===== config.mk =====
export PLATFORM = sky130hd
export DESIGN_NAME = multi_issue_queue_flat
export DESIGN_NICKNAME = d
export VERILOG_FILES = /design/src/rtl/ariane_pkg.sv /design/src/rtl/multi_issue_queue_if.sv /design/src/rtl/reg_busy_tracker.sv /design/src/rtl/multi_issue_queue.sv /design/src/flat_wrapper.sv
export SDC_FILE = /design/constraint.sdc
export NUM_CORES = 1
export LEC_CHECK = 0
export ABC_AREA = 0
export CORE_MARGIN = 1
export CORE_UTILIZATION = 45
export DETAILED_ROUTE_END_ITERATION = 12
export HOLD_SLACK_MARGIN = 0.02
export MAX_ROUTING_LAYER = met4
export PLACE_DENSITY = 0.66
export SLEW_MARGIN = 5
export SYNTH_ARGS = -nofsm -noshare
export SYNTH_HDL_FRONTEND = slang
export SYNTH_SLANG_ARGS = --single-unit

===== constraint.sdc =====
create_clock -name clk_i -period 18.42 [get_ports clk_i]
set_clock_uncertainty 0.2 [all_clocks]
set_input_delay 3.684 -clock clk_i [delete_from_list [all_inputs] [get_ports clk_i]]
set_output_delay 3.684 -clock clk_i [all_outputs]
set_load 0.03 [all_outputs]

===== src/rtl/ariane_pkg.sv =====
// ariane_pkg: register-index constants and the queue entry layout shared by
// multi_issue_queue, its interface and the busy-register tracker.
package ariane_pkg;

    localparam int unsigned REG_IDX_W    = 5;
    localparam int unsigned NR_REGS      = 1 << REG_IDX_W;
    // Widest payload an entry can carry; narrower payloads are zero-extended.
    localparam int unsigned ENTRY_DATA_W = 64;

    typedef logic [REG_IDX_W-1:0] reg_idx_t;

    typedef struct packed {
        logic [ENTRY_DATA_W-1:0] data;
        reg_idx_t                rd;
        reg_idx_t                rs1;
        reg_idx_t                rs2;
    } entry_t;

endpackage


===== src/rtl/multi_issue_queue_if.sv =====
// multi_issue_queue_if: decode-side push lanes, issue-side pop lanes,
// writeback ports and occupancy status of the multi-issue queue.
// The slave modport is the queue itself; master is its environment.
interface multi_issue_queue_if #(
    parameter int unsigned NR_PORTS = 2,
    parameter int unsigned DEPTH    = 8,
    parameter int unsigned DATA_W   = 64,
    parameter int unsigned NR_WB    = 4
);
    import ariane_pkg::*;

    localparam int unsigned CNT_W = $clog2(DEPTH) + 1;

    logic [NR_PORTS-1:0]                 in_valid_i;
    logic [NR_PORTS-1:0][DATA_W-1:0]     in_data_i;
    logic [NR_PORTS-1:0][REG_IDX_W-1:0]  in_rd_i;
    logic [NR_PORTS-1:0][REG_IDX_W-1:0]  in_rs1_i;
    logic [NR_PORTS-1:0][REG_IDX_W-1:0]  in_rs2_i;
    logic [NR_PORTS-1:0]                 in_ready_o;

    logic [NR_PORTS-1:0]                 out_valid_o;
    logic [NR_PORTS-1:0][DATA_W-1:0]     out_data_o;
    logic [NR_PORTS-1:0][REG_IDX_W-1:0]  out_rd_o;
    logic [NR_PORTS-1:0]                 out_ack_i;

    logic [NR_WB-1:0]                    wb_valid_i;
    logic [NR_WB-1:0][REG_IDX_W-1:0]     wb_rd_i;

    logic [CNT_W-1:0]                    count_o;
    logic                                full_o;

    modport slave (
        input  in_valid_i, in_data_i, in_rd_i, in_rs1_i, in_rs2_i,
        input  out_ack_i, wb_valid_i, wb_rd_i,
        output in_ready_o, out_valid_o, out_data_o, out_rd_o,
        output count_o, full_o
    );

    modport master (
        output in_valid_i, in_data_i, in_rd_i, in_rs1_i, in_rs2_i,
        output out_ack_i, wb_valid_i, wb_rd_i,
        input  in_ready_o, out_valid_o, out_data_o, out_rd_o,
        input  count_o, full_o
    );

endinterface


===== src/rtl/reg_busy_tracker.sv =====
// reg_busy_tracker: one busy bit per architectural register. Issued writes
// set a bit, writebacks clear it, and a set beats a clear in the same cycle.
// Only instantiated when MULTI_ISSUE_HAZARD_CHECK_EN is defined.
module reg_busy_tracker
    import ariane_pkg::*;
#(
    parameter int unsigned NR_SET = 2,
    parameter int unsigned NR_CLR = 4
) (
    input  logic                             clk_i,
    input  logic                             rst_i,
    input  logic [NR_SET-1:0]                set_valid_i,
    input  logic [NR_SET-1:0][REG_IDX_W-1:0] set_rd_i,
    input  logic [NR_CLR-1:0]                clr_valid_i,
    input  logic [NR_CLR-1:0][REG_IDX_W-1:0] clr_rd_i,
    output logic [NR_REGS-1:0]               busy_o
);

    logic [NR_REGS-1:0] busy_q;
    logic [NR_REGS-1:0] busy_d;

    // Apply clears first and sets after, so a set wins; x0 can never be busy.
    always_comb begin
        busy_d = busy_q;
        for (int c = 0; c < NR_CLR; c++) begin
            if (clr_valid_i[c]) begin
                busy_d[clr_rd_i[c]] = 1'b0;
            end
        end
        for (int s = 0; s < NR_SET; s++) begin
            if (set_valid_i[s]) begin
                busy_d[set_rd_i[s]] = 1'b1;
            end
        end
        busy_d[0] = 1'b0;
    end

    // Busy register with synchronous clear on reset.
    always_ff @(posedge clk_i) begin
        if (rst_i) begin
            busy_q <= '0;
        end else begin
            busy_q <= busy_d;
        end
    end

    assign busy_o = busy_q;

endmodule


===== src/rtl/multi_issue_queue.sv =====
// multi_issue_queue: circular issue queue accepting up to NR_PORTS decoded
// instructions per cycle and issuing up to NR_PORTS in order from the head.
// Define MULTI_ISSUE_HAZARD_CHECK_EN to hold back entries whose registers are
// busy or collide with an older lane's destination; without it every entry
// issues as soon as it is present and writeback inputs are ignored.
module multi_issue_queue
    import ariane_pkg::*;
#(
    parameter int unsigned NR_PORTS = 2,
    parameter int unsigned DEPTH    = 8,
    parameter int unsigned DATA_W   = 64,
    parameter int unsigned NR_WB    = 4
) (
    input  logic               clk_i,
    input  logic               rst_i,
    input  logic               flush_i,
    multi_issue_queue_if.slave bus
);

    localparam int unsigned      PTR_W   = $clog2(DEPTH);
    localparam int unsigned      CNT_W   = PTR_W + 1;
    localparam logic [CNT_W-1:0] DEPTH_C = CNT_W'(DEPTH);

    entry_t              mem_q [DEPTH];
    logic [PTR_W-1:0]    head_q, head_d;
    logic [PTR_W-1:0]    tail_q, tail_d;
    logic [CNT_W-1:0]    count_q, count_d;

    logic [CNT_W-1:0]    freeSlots;
    logic [CNT_W-1:0]    pushCnt;
    logic [CNT_W-1:0]    popCnt;
    logic [NR_PORTS-1:0] inReady;
    logic [NR_PORTS-1:0] pushMask;
    logic [NR_PORTS-1:0] outValid;
    logic [NR_PORTS-1:0] popMask;
    logic [NR_PORTS-1:0] blocked;
    logic                pushChain;
    logic                popChain;
    logic                issueChain;
    entry_t              headEnt [NR_PORTS];

    // Readiness comes only from free space at cycle start, never from same-cycle pops.
    always_comb begin
        freeSlots = DEPTH_C - count_q;
        inReady   = '0;
        for (int k = 0; k < NR_PORTS; k++) begin
            inReady[k] = !rst_i && !flush_i && (freeSlots > CNT_W'(k));
        end
    end

    // Accept lanes as a contiguous prefix; the first invalid or unready lane ends it.
    always_comb begin
        pushMask  = '0;
        pushCnt   = '0;
        pushChain = 1'b1;
        for (int k = 0; k < NR_PORTS; k++) begin
            pushChain   = pushChain && bus.in_valid_i[k] && inReady[k];
            pushMask[k] = pushChain;
            if (pushChain) begin
                pushCnt = pushCnt + CNT_W'(1);
            end
        end
    end

    // Candidate issue entries are the NR_PORTS slots starting at the head.
    always_comb begin
        for (int k = 0; k < NR_PORTS; k++) begin
            headEnt[k] = mem_q[head_q + PTR_W'(k)];
        end
    end

`ifdef MULTI_ISSUE_HAZARD_CHECK_EN
    logic [NR_REGS-1:0]                busy;
    logic [NR_PORTS-1:0]               setValid;
    logic [NR_PORTS-1:0][REG_IDX_W-1:0] setRd;

    // Hold an entry while any of its registers is busy or matches an older lane's destination.
    always_comb begin
        blocked = '0;
        for (int k = 0; k < NR_PORTS; k++) begin
            blocked[k] = busy[headEnt[k].rs1] || busy[headEnt[k].rs2] || busy[headEnt[k].rd];
            for (int j = 0; j < k; j++) begin
                if ((headEnt[j].rd != '0) &&
                    ((headEnt[j].rd == headEnt[k].rs1) ||
                     (headEnt[j].rd == headEnt[k].rs2) ||
                     (headEnt[j].rd == headEnt[k].rd))) begin
                    blocked[k] = 1'b1;
                end
            end
        end
    end

    // Issued lanes that write a real register mark it busy from the next cycle on.
    always_comb begin
        setValid = '0;
        setRd    = '0;
        for (int k = 0; k < NR_PORTS; k++) begin
            setValid[k] = popMask[k] && (headEnt[k].rd != '0);
            setRd[k]    = headEnt[k].rd;
        end
    end

    reg_busy_tracker #(
        .NR_SET (NR_PORTS),
        .NR_CLR (NR_WB)
    ) busyTracker (
        .clk_i       (clk_i),
        .rst_i       (rst_i),
        .set_valid_i (setValid),
        .set_rd_i    (setRd),
        .clr_valid_i (bus.wb_valid_i),
        .clr_rd_i    (bus.wb_rd_i),
        .busy_o      (busy)
    );
`else
    logic [2*REG_IDX_W-1:0]            unusedSrc;
    logic [NR_WB-1:0]                  unusedWbValid;
    logic [NR_WB-1:0][REG_IDX_W-1:0]   unusedWbRd;

    assign blocked       = '0;
    assign unusedWbValid = bus.wb_valid_i;
    assign unusedWbRd    = bus.wb_rd_i;

    // Source registers only matter for hazard checking, which is compiled out here.
    always_comb begin
        unusedSrc = '0;
        for (int k = 0; k < NR_PORTS; k++) begin
            unusedSrc = unusedSrc ^ {headEnt[k].rs1, headEnt[k].rs2};
        end
    end
`endif

    // Issue lanes form a prefix of present, hazard-free entries from the head.
    always_comb begin
        outValid   = '0;
        issueChain = !rst_i && !flush_i;
        for (int k = 0; k < NR_PORTS; k++) begin
            issueChain  = issueChain && (count_q > CNT_W'(k)) && !blocked[k];
            outValid[k] = issueChain;
        end
    end

    // Pop the prefix of lanes that are both valid and acknowledged.
    always_comb begin
        popMask  = '0;
        popCnt   = '0;
        popChain = 1'b1;
        for (int k = 0; k < NR_PORTS; k++) begin
            popChain   = popChain && outValid[k] && bus.out_ack_i[k];
            popMask[k] = popChain;
            if (popChain) begin
                popCnt = popCnt + CNT_W'(1);
            end
        end
    end

    // Advance pointers by this cycle's pushes and pops; a flush empties the queue.
    always_comb begin
        head_d  = head_q + PTR_W'(popCnt);
        tail_d  = tail_q + PTR_W'(pushCnt);
        count_d = count_q + pushCnt - popCnt;
        if (flush_i) begin
            head_d  = '0;
            tail_d  = '0;
            count_d = '0;
        end
    end

    // Pointer and occupancy registers with synchronous reset.
    always_ff @(posedge clk_i) begin
        if (rst_i) begin
            head_q  <= '0;
            tail_q  <= '0;
            count_q <= '0;
        end else begin
            head_q  <= head_d;
            tail_q  <= tail_d;
            count_q <= count_d;
        end
    end

    // Write accepted lanes into consecutive slots starting at the tail.
    always_ff @(posedge clk_i) begin
        for (int k = 0; k < NR_PORTS; k++) begin
            if (pushMask[k]) begin
                mem_q[tail_q + PTR_W'(k)] <= '{data: ENTRY_DATA_W'(bus.in_data_i[k]),
                                              rd:   bus.in_rd_i[k],
                                              rs1:  bus.in_rs1_i[k],
                                              rs2:  bus.in_rs2_i[k]};
            end
        end
    end

    // Present head entries on the issue lanes regardless of validity.
    always_comb begin
        for (int k = 0; k < NR_PORTS; k++) begin
            bus.out_data_o[k] = headEnt[k].data[DATA_W-1:0];
            bus.out_rd_o[k]   = headEnt[k].rd;
        end
    end

    assign bus.in_ready_o  = inReady;
    assign bus.out_valid_o = outValid;
    assign bus.count_o     = count_q;
    assign bus.full_o      = (count_q == DEPTH_C);

endmodule


===== src/flat_wrapper.sv =====
// flat-port wrapper written by rule: the top's interface ports become plain ports
module multi_issue_queue_flat import ariane_pkg::*;
#(
    parameter int unsigned NR_PORTS = 2,
    parameter int unsigned DEPTH    = 8,
    parameter int unsigned DATA_W   = 64,
    parameter int unsigned NR_WB    = 4
)
  (clk_i, rst_i, flush_i, bus_in_valid_i, bus_in_data_i, bus_in_rd_i, bus_in_rs1_i, bus_in_rs2_i, bus_out_ack_i, bus_wb_valid_i, bus_wb_rd_i, bus_in_ready_o, bus_out_valid_o, bus_out_data_o, bus_out_rd_o, bus_count_o, bus_full_o);
  multi_issue_queue_if #(.NR_PORTS(NR_PORTS), .DEPTH(DEPTH), .DATA_W(DATA_W), .NR_WB(NR_WB)) bus_i ();
  input  logic clk_i;
  input  logic rst_i;
  input  logic flush_i;
  input wire logic [$bits(bus_i.in_valid_i)-1:0] bus_in_valid_i;
  input wire logic [$bits(bus_i.in_data_i)-1:0] bus_in_data_i;
  input wire logic [$bits(bus_i.in_rd_i)-1:0] bus_in_rd_i;
  input wire logic [$bits(bus_i.in_rs1_i)-1:0] bus_in_rs1_i;
  input wire logic [$bits(bus_i.in_rs2_i)-1:0] bus_in_rs2_i;
  input wire logic [$bits(bus_i.out_ack_i)-1:0] bus_out_ack_i;
  input wire logic [$bits(bus_i.wb_valid_i)-1:0] bus_wb_valid_i;
  input wire logic [$bits(bus_i.wb_rd_i)-1:0] bus_wb_rd_i;
  output wire logic [$bits(bus_i.in_ready_o)-1:0] bus_in_ready_o;
  output wire logic [$bits(bus_i.out_valid_o)-1:0] bus_out_valid_o;
  output wire logic [$bits(bus_i.out_data_o)-1:0] bus_out_data_o;
  output wire logic [$bits(bus_i.out_rd_o)-1:0] bus_out_rd_o;
  output wire logic [$bits(bus_i.count_o)-1:0] bus_count_o;
  output wire logic [$bits(bus_i.full_o)-1:0] bus_full_o;
  assign bus_i.in_valid_i = bus_in_valid_i;
  assign bus_i.in_data_i = bus_in_data_i;
  assign bus_i.in_rd_i = bus_in_rd_i;
  assign bus_i.in_rs1_i = bus_in_rs1_i;
  assign bus_i.in_rs2_i = bus_in_rs2_i;
  assign bus_i.out_ack_i = bus_out_ack_i;
  assign bus_i.wb_valid_i = bus_wb_valid_i;
  assign bus_i.wb_rd_i = bus_wb_rd_i;
  assign bus_in_ready_o = bus_i.in_ready_o;
  assign bus_out_valid_o = bus_i.out_valid_o;
  assign bus_out_data_o = bus_i.out_data_o;
  assign bus_out_rd_o = bus_i.out_rd_o;
  assign bus_count_o = bus_i.count_o;
  assign bus_full_o = bus_i.full_o;
  multi_issue_queue #(.NR_PORTS(NR_PORTS), .DEPTH(DEPTH), .DATA_W(DATA_W), .NR_WB(NR_WB)) u_core (.clk_i(clk_i), .rst_i(rst_i), .flush_i(flush_i), .bus(bus_i));
endmodule

==> summary.txt, run 1 <==
Place
  • IO buf count: between 200 and 300
  • Routability Congestion: 0.769
  • DP HPWL: about 51,000 um

Synthesis
  • Cells after Synth: approximately 1,800
  • Syn Nets: between 1,500 and 2,000
  • FF+latch count, synth: around 560
  • Top cell type's share of synthesized area: between 50% and 60%
  • Average cell area after synthesis: 18.3 um^2
  • Post-synth ARST share: 0%
  • Yosys top cell by area: edfxtp_1
  • Mapped Area: ~0.032 mm^2
  • Seq/Total Area, Yosys: around 52%
  • Most common cell in the netlist: edfxtp_1
  • Most used DFF post-synth: edfxtp_1
  • Syn. warnings: 0
  • Synth cell types: 33
  • Synth top cells by count: edfxtp_1 (552), mux2_2 (414), mux2_1 (276), mux4_2 (276), buf_2 (75)
  • Top post-synthesis cells by area: edfxtp_1 (51%), mux4_2 (19%), mux2_2 (14%)
  • Post-synth EDFFs: between 500 and 600

Critical path
  • CP max FO: 12
  • Critical path launch point type: input port
  • FF-to-FF setup slack: 14.10 ns
  • R2r endpoint: u_core.mem_q[7][32]
  • Crit path kind: in2out
  • R2r startpoint: u_core.bus.count_o[1]
  • Worst EP arrival: 5.59 ns
  • Critical Path RT: roughly 15 ns
  • Worst setup path endpoint: bus_in_ready_o[1]
  • Worst setup path start: flush_i
  • R2R cell count: 5
  • CP Capture Type: output pin

Finish
  • Fin nets: ~2,200
  • Filler cell count in the final layout: about 5,600
  • Area grow syn2layout: 18.4%
  • Util after Layout: a little over half
  • Layout cells sized above 1: approximately two fifths

Global route
  • GRT Overall Usage: 25.9%
  • First-pass GRT wire length: around 130,000 um
  • Global route overflow: 0
  • Vias in the first global route: between 20,000 and 25,000
  • Largest net degree at the start of global routing: 132
  • Initial antenna violation count: 22

CTS
  • Setup repair bufs after CTS: 0
  • TritonCTS clock tree: yes
  • Clock Latency Late Sink: 0.59 ns
  • Worst-case clock buffer depth: 3
  • CTS Root Cell: clkbuf_16
  • H-tree depth: 3
  • Hold_buf cts: 0
  • CTS Sinks: about 560
  • Reg clk slew, reported paths: about 0.060 ns
  • CTS Buf Count: 66
  • Cts repair resizes: 0

Floorplanning
  • Core area: 0.0704 mm^2
  • DIE AREA: slightly above 0.07 mm^2
  • I/O Pins: ~340
  • Die W: around 270 um
  • Row cnt: between 90 and 100
  • Die Y: 269 um
  • Initial Util: 45.7%

STA
  • Setup TNS: 0 ns
  • Hold_ws: ~0.52 ns
  • Final period utilization: between 50% and 60%
  • Worst-Margin Slew: 1.21 ns
  • Slew Limit Fails: 0
  • Slew headroom: a little under a fifth
  • Hold Fails Final Rpt: 0
  • Post-layout min period: around 9.5 ns
  • Final setup violation count: 0
  • RSZ-0062 raised after global routing: false
  • Fmax: around 0.11 GHz

Routing
  • Iter 0 DRT Violations: 1,522
  • DR vias/cell: 6.20
  • DRT Pass-1 Iters: 5
  • Post-route ant nets: 0
  • DR vias: 18,800
  • Drt drc: 0
  • Total Routed Length: 91,000 um
  • WL/cell: about 30 um

Pwr
  • Seq pwr share: 49.0%
  • Pint: around 2.3 mW
  • Switching pwr: about 0.63 mW
  • Combinational cell fraction of total power: 7.4%
  • Pwr per Cell Area: roughly 76 mW/mm^2
  • Clock Power Share: 43.6%
  • Sw frac: 21.8%
  • Leakage power figure: between 10 and 15 nW
  • Tot Pwr: 2.90 mW
  • Worst vdd ir: around 0.054 mV

Worst hold path
  • Hold path start: u_core.tail_q[0]
  • Worst hold path type: reg2reg

Run status
  • Run status: finished, final reports clean

Job
  • Max-cap check violation count: 0
[worst min path at each step]
stage | cells past startpoint | slack [ns] | to
6_report | 2 | 0.52 | u_core.tail_q[0]
5_1_grt | 2 | 0.57 | u_core.tail_q[0]
4_1_cts | 2 | 0.52 | u_core.tail_q[2]
3_5_place_dp | 2 | 0.51 | u_core.tail_q[2]
3_3_place_gp | 2 | 0.48 | u_core.tail_q[0]
2_1_floorplan | 2 | 0.38 | u_core.head_q[0]
[worst max-delay path, cell delays in order]
cell and delay, ns:
clkdlybuf4s50_1 0.42, or2_1 0.43, nor3_1 0.34, clkdlybuf4s50_1 0.72
[routing by layer]
metal	GRT usage, %	vias up	part of all wire, %
met2	41.3	612	49
met5	-	-	0
met4	7.40	0	2.1
li1	-	7962	-
met1	33.4	10100	43
met3	5.66	140	6.4
[final cells by class]
cell class | count | area, um^2 | share of cell area (%)
Inverter | 13 | 48.8 | 0.128
Tap cell | 940 | 1180 | 3.09
Antenna cell | 23 | 57.6 | 0.151
Sequential cell | 562 | 16800 | 44.0
Timing Repair Buffer | 324 | 3170 | 8.32
Multi-Input combinational cell | 1049 | 14800 | 38.9
Clock inverter | 30 | 246 | 0.647
Clock buffer | 88 | 1800 | 4.72
[sequential cells by signal, indices dropped and copies added, names as in the netlist]
signal	count
u_core.bus.count_o	4
u_core.head_q	3
u_core.mem_q	552
u_core.tail_q	3
[through the flow]
stage	instance area (um^2)	instances	setup slack, ns
5_1_grt	38100	3028	8.83
2_1_floorplan	32200	1764	7.80
3_5_place_dp	36000	2888	8.93
4_1_cts	38100	3006	8.92
6_report	38100	3029	8.94
3_3_place_gp	36000	2888	8.94
[placed cells by master (no fill, tap or decap), drive strengths merged]
cell	synthesis	routed
a21o	1	1
a21oi	5	5
and2	7	7
and3	5	5
and3b	1	1
and4b	1	1
buf	111	33
bufinv	0	4
clkbuf	29	88
clkdlybuf4s50	0	291
clkinv	0	22
clkinvlp	0	2
dfxtp	10	10
diode	0	23
edfxtp	552	552
fa	4	4
ha	13	13
inv	13	15
mux2	690	690
mux4	276	276
nand2	4	4
nand2b	2	2
nand3	3	3
nand3b	2	2
nor2	15	15
nor3	1	1
nor4	2	2
nor4b	1	1
o21ai	2	2
o21bai	4	4
o31ai	2	2
or2	1	1
xnor2	3	3
xor2	4	4
[logic make-up after synthesis]
logic type	after synthesis	share of synthesized area [%]
multiplexers	966	43.4
flip-flops	562	52.1
buffers and inverters	153	2.40
AND/OR/NAND/NOR	45	0.839
adder cells (fa/ha/maj)	17	0.754
AO/OA/AOI/OAI	14	0.272
XOR/XNOR	7	0.190
[power by group through the flow]
stage / combinational, mW / clock (mW) / sequential (mW)
4_1_cts: 0.216 / 1.29 / 1.42
6_report: 0.215 / 1.26 / 1.42
3_5_place_dp: 0.214 / 0 / 1.45
5_1_grt: 0.231 / 1.34 / 1.42
3_3_place_gp: 0.208 / 0 / 1.45
2_1_floorplan: 0.113 / 0 / 1.45
(Power assumes the default switching activity.)
==> run 2: changes to the inputs <==
--- a/config.mk
+++ b/config.mk
@@ -11,7 +11,7 @@
 export DETAILED_ROUTE_END_ITERATION = 12
 export HOLD_SLACK_MARGIN = 0.02
 export MAX_ROUTING_LAYER = met4
-export PLACE_DENSITY = 0.66
+export PLACE_DENSITY = 0.68
 export SLEW_MARGIN = 5
 export SYNTH_ARGS = -nofsm -noshare
 export SYNTH_HDL_FRONTEND = slang
==> constraint.sdc (replaced) <==
create_clock -name clk_i -period 8.3 [get_ports clk_i]
set_clock_uncertainty 0.2 [all_clocks]
set_input_delay 1.66 -clock clk_i [delete_from_list [all_inputs] [get_ports clk_i]]
set_output_delay 1.66 -clock clk_i [all_outputs]
set_load 0.03 [all_outputs]
==> run 2 against run 1 <==
Compared with the run above: die area stayed put; sequential cell count is the same; cell count is 0.36% lower; first-iteration DRC count barely moved; via count is 1.1% lower; power up 110%; setup slack got worse by 6.9 ns; clock power grew 100%; global-route usage decreased by 1.0 points; critical endpoint is now bus_out_data_o[95].
==> summary.txt, run 2 (same netlist as run 1, synthesis figures left out) <==
Global route
  • Largest net degree at the start of global routing: about 120
  • Vias in the first global route: 20,000
  • GRT Overall Usage: between 20% and 30%
  • First-pass GRT wire length: ~130,000 um
  • Initial antenna violation count: 16
  • Global route overflow: 0

Critical path
  • R2R cell count: 6
  • Crit path kind: reg2out
  • CP max FO: 68
  • CP cell instances: ha_4, buf_12, mux4_2, mux2_2, clkdlybuf4s50_1
  • CP max stage cell: dfxtp_4
  • Critical Path RT: 6.44 ns
  • Critical path launch point type: flop
  • CP peak stage delay: between 0.9 and 1 ns
  • R2r startpoint: u_core.tail_q[1]
  • R2r endpoint: u_core.mem_q[0][29]
  • FF-to-FF setup slack: about 4.4 ns
  • Worst setup path start: u_core.head_q[1]
  • Worst EP arrival: approximately 4.4 ns
  • Worst setup path endpoint: bus_out_data_o[95]
  • CP Capture Type: output pin

STA
  • Post-layout min period: 6.23 ns
  • Setup TNS: 0 ns
  • Final period utilization: between 70% and 80%
  • Final setup violation count: 0
  • Fmax: roughly 0.16 GHz
  • Slew Limit Fails: 0
  • RSZ-0062 raised after global routing: false
  • Hold Fails Final Rpt: 0
  • Slew headroom: between 20% and 30%
  • Worst-Margin Slew: 1.13 ns

CTS
  • H-tree depth: 2
  • Clock Latency Late Sink: 0.63 ns
  • TritonCTS clock tree: yes
  • Setup repair bufs after CTS: 0
  • CTS Sinks: 562
  • CTS Buf Count: 61
  • Hold_buf cts: 0
  • Cts repair resizes: 0
  • Worst-case clock buffer depth: 3
  • Reg clk slew, reported paths: around 0.060 ns
  • CTS Root Cell: clkbuf_16

Finish
  • Largest reg by FF count: u_core.mem_q
  • Commonest non-fill, non-tap cell in the layout: edfxtp_1
  • Commonest cells after routing, fill and taps aside: edfxtp_1 (552), mux2_2 (414), clkdlybuf4s50_1 (291)
  • Max reg flops: 552
  • Fin nets: around 2,200
  • Layout cells sized above 1: between 30% and 40%
  • Area grow syn2layout: 17.9%

Pwr
  • Worst vdd ir: 0.154 mV
  • Leakage power figure: between 10 and 15 nW
  • Tot Pwr: 6.18 mW
  • Pwr per Cell Area: 163 mW/mm^2

Floorplanning
  • Die Y: between 200 and 300 um
  • I/O Pins: between 300 and 400
  • Die W: 269 um
  • Core area: 0.0704 mm^2
  • Row cnt: a little under 100
  • DIE AREA: about 0.073 mm^2
  • Initial Util: a little under half

Routing
  • DR vias/cell: 6.15
  • Iter 0 DRT Violations: approximately 1,500
  • DR vias: 18,600
  • WL/cell: about 30 um
  • DRT Pass-1 Iters: 7
  • Drt drc: 0
  • Total Routed Length: 88,300 um
  • Post-route ant nets: 0

Place
  • IO buf count: around 290
  • Routability Congestion: ~0.76
  • DP HPWL: just under 50,000 um

Run status
  • Run status: finished, final reports clean

Worst hold path
  • Worst hold path type: reg2reg

Job
  • Max-cap check violation count: 0
run 2: cell count changes in the layout (fill, tap and decap cells not counted), sizes merged:
| cell | previous run | this run |
|---|---|---|
| buf | 33 | 30 |
| bufinv | 4 | 2 |
| clkbuf | 88 | 83 |
| clkinv | 22 | 28 |
| clkinvlp | 2 | 0 |
| diode | 23 | 19 |
| inv | 15 | 14 |
run 2: layer usage:
metal  up-vias  global-route usage, %  wire length, um
met3        95                   5.00             6130
met2       612                   40.5            43800
li1       7924                      -                -
met4         0                   5.50             1540
met1      9940                   32.2            36800
met5         -                      -                0
run 2: final cells by class:
type / count / area (um^2)
antenna: 19 / 47.5
clock buffer: 83 / 1650
clock inverter: 31 / 188
fill: 5575 / 32400
inverter: 13 / 48.8
multi-input combinational: 1049 / 14800
sequential: 562 / 16800
tap: 940 / 1180
timing repair buffer: 321 / 3230
run 2: stage by stage:
stage,hold WS (ns),std cells,setup WS (ns),area [um^2],utilization [%]
finish,0.485,3018,2.07,38000,53.9
global route,0.539,3015,1.90,37900,53.9
CTS,0.486,2999,1.98,37900,53.8
detailed placement,0.468,2885,2.52,36100,51.2
global placement,0.475,2885,2.57,36100,51.2
floorplan,0.378,1764,1.65,32200,-
run 2: worst min path at each step:
stage,startpoint,slack (ns),to,cells past startpoint
finish,u_core.tail_q[0],0.49,u_core.tail_q[0],2
global route,u_core.tail_q[0],0.54,u_core.tail_q[0],2
CTS,u_core.tail_q[0],0.49,u_core.tail_q[0],2
detailed placement,u_core.tail_q[0],0.47,u_core.tail_q[0],2
global placement,u_core.tail_q[0],0.47,u_core.tail_q[0],2
floorplan,u_core.head_q[0],0.38,u_core.head_q[0],2
run 2: worst max-delay path, delay by kind of cell (launching register included):
family / cells / cell delay, ns
adders and majority gates: 1 / 0.85
DFF: 1 / 0.99
buffers and inverters: 2 / 1.12
muxes: 2 / 0.66
run 2: report_power, final:
group	internal [mW]	switching [mW]
Combinational	0.246	0.232
Sequential	3.14	0.0114
Clock	1.44	1.10
==> run 3: changes to the inputs <==
==> constraint.sdc (replaced) <==
create_clock -name clk_i -period 5.5 [get_ports clk_i]
set_clock_uncertainty 0.2 [all_clocks]
set_input_delay 1.1 -clock clk_i [delete_from_list [all_inputs] [get_ports clk_i]]
set_output_delay 1.1 -clock clk_i [all_outputs]
set_load 0.03 [all_outputs]
==> run 3 against run 2 <==
Compared with the run above: global-route usage rose by 0.20 points; die area stayed put; first-iteration DRC count is 2.0% lower; setup slack worse by 1.4 ns; hold slack improved by 0.012 ns; sequential power is 51% higher; register-to-register slack got worse by 2.5 ns; clock power up 56%; critical path type unchanged; critical endpoint is now bus_out_data_o[102]; largest cell class unchanged.
==> summary.txt, run 3 (same netlist as run 1, synthesis figures left out) <==
Routing
  • DR vias: 18,500
  • Drt drc: 0
  • WL/cell: 29.1 um
  • Post-route ant nets: 0
  • DR vias/cell: a little over 6
  • Total Routed Length: 88,300 um
  • Iter 0 DRT Violations: approximately 1,500
  • DRT Pass-1 Iters: 5

Finish
  • Commonest cells after routing, fill and taps aside: edfxtp_1 (552), mux2_2 (414), clkdlybuf4s50_1 (291)
  • Layout cells sized above 1: around 41%
  • Max reg flops: around 550
  • Area grow syn2layout: 19.0%
  • Post-route cell area: ~0.038 mm^2
  • Filler cell count in the final layout: between 5,000 and 6,000
  • Register area: 0.0168 mm^2
  • Multi-input gate area: 0.0148 mm^2
  • Commonest non-fill, non-tap cell in the layout: edfxtp_1
  • Fin nets: ~2,200
  • Largest reg by FF count: u_core.mem_q

STA
  • RSZ-0062 raised after global routing: false
  • Slew Limit Fails: 0
  • Worst-Margin Slew: between 1 and 1.5 ns
  • Hold_ws: about 0.50 ns
  • Post-layout min period: about 4.8 ns
  • Slew headroom: 28.2%
  • Final setup violation count: 0
  • Final period utilization: between 80% and 90%
  • Fmax: 0.207 GHz
  • Hold Fails Final Rpt: 0

Worst hold path
  • Hold Path Depth: 2
  • Hold path start: u_core.tail_q[0]
  • Worst hold path type: reg2reg
  • Hold-critical path endpoint: u_core.tail_q[0]

Critical path
  • R2r endpoint: u_core.mem_q[0][42]
  • CP max stage cell: clkdlybuf4s50_1
  • R2R cell count: 7
  • Critical Path RT: ~4.2 ns
  • Delay-heaviest family, CP: buffers and inverters
  • Worst EP arrival: between 3 and 4 ns
  • CP peak stage delay: between 0.6 and 0.7 ns
  • Worst path bufs/invs: 2
  • CP cell instances: ha_4, buf_4, mux4_2, mux2_2, clkdlybuf4s50_1
  • CP Capture Type: output pin
  • CP max FO: 28
  • FF-to-FF setup slack: 1.89 ns
  • Critical path launch point type: flop
  • Crit path kind: reg2out
  • R2r startpoint: u_core.tail_q[1]

CTS
  • Clock Latency Late Sink: around 0.63 ns
  • Reg clk slew, reported paths: around 0.060 ns
  • CTS Sinks: between 500 and 600
  • CTS Buf Count: 60
  • Cts repair resizes: 0
  • Setup repair bufs after CTS: 0
  • H-tree depth: 2
  • Hold_buf cts: 0
  • Worst-case clock buffer depth: 3
  • TritonCTS clock tree: yes
  • CTS Root Cell: clkbuf_16

Floorplanning
  • Die Y: approximately 270 um
  • Row cnt: just under 100
  • Die W: roughly 270 um
  • Initial Util: between 40% and 50%
  • Core area: 0.0704 mm^2
  • I/O Pins: between 300 and 400
  • DIE AREA: between 0.07 and 0.08 mm^2

Run status
  • Run status: finished, final reports clean

Global route
  • Global route overflow: 0
  • Vias in the first global route: 20,200
  • First-pass GRT wire length: roughly 130,000 um
  • Largest net degree at the start of global routing: around 140
  • Initial antenna violation count: 22
  • GRT Overall Usage: between 20% and 30%

Job
  • Max-cap check violation count: 0

Place
  • DP Area: between 0.03 and 0.04 mm^2
  • Routability Congestion: about 0.75
  • IO buf count: a little under 300
  • DP HPWL: slightly below 50,000 um

Pwr
  • Pwr per Cell Area: about 250 mW/mm^2
  • Leakage power figure: around 12 nW
  • Worst vdd ir: 0.249 mV
## run 3: worst reg2reg max path: cells and delay by family, from the launching register on
kind / cells / cell delay, ns
buf+inv: 2 / 1.32
xor+xnor: 1 / 0.27
flops: 1 / 0.56
mux: 1 / 0.46
simple gates: 2 / 0.26
fa+ha+maj: 1 / 0.29
## run 3: metal layers
| metal | GRT usage, % | vias up | wire length (um) |
|---|---|---|---|
| li1 | - | 7949 | - |
| met1 | 32.0 | 9802 | 36400 |
| met2 | 41.1 | 626 | 43900 |
| met3 | 4.69 | 136 | 6030 |
| met4 | 6.74 | 0 | 1950 |
| met5 | - | - | 0 |
## run 3: layout make-up
| cell class | instances | area share [%] |
|---|---|---|
| Clock buffer | 88 | 4.46 |
| Multi-Input combinational cell | 1049 | 38.7 |
| Inverter | 13 | 0.127 |
| Timing Repair Buffer | 333 | 9.14 |
| Clock inverter | 24 | 0.519 |
| Tap cell | 940 | 3.07 |
| Antenna cell | 24 | 0.157 |
| Sequential cell | 562 | 43.8 |
## run 3: how the worst max path moves through the flow
stage	startpoint	endpoint	slack, ns	depth (start not counted)
2_1_floorplan	flush_i	u_core.mem_q[3][10]	-0.59	5
3_3_place_gp	flush_i	u_core.mem_q[3][22]	1.01	6
3_5_place_dp	flush_i	u_core.mem_q[3][23]	0.93	6
4_1_cts	u_core.head_q[1]	bus_out_data_o[102]	0.59	5
5_1_grt	u_core.head_q[1]	bus_out_data_o[85]	0.53	5
6_report	u_core.head_q[1]	bus_out_data_o[102]	0.68	5
## run 3: through the flow
stage / power, mW / setup WS (ns) / setup TNS, ns / instances / util [%]
final: 9.44 / 0.679 / 0 / 3033 / 54.4
after global routing: 9.72 / 0.533 / 0 / 3031 / 54.4
after CTS: 9.52 / 0.590 / 0 / 3009 / 54.3
after detailed placement: 5.57 / 0.929 / 0 / 2897 / 51.6
after global placement: 5.55 / 1.01 / 0 / 2897 / 51.6
after floorplan: 5.23 / -0.593 / -276.16 / 1764 / -
## run 3: where the power goes
group          leakage, nW  internal [mW]  switching, mW
Clock                0.944           2.28           1.68
Combinational         5.90          0.374          0.351
Sequential            5.06           4.74         0.0172
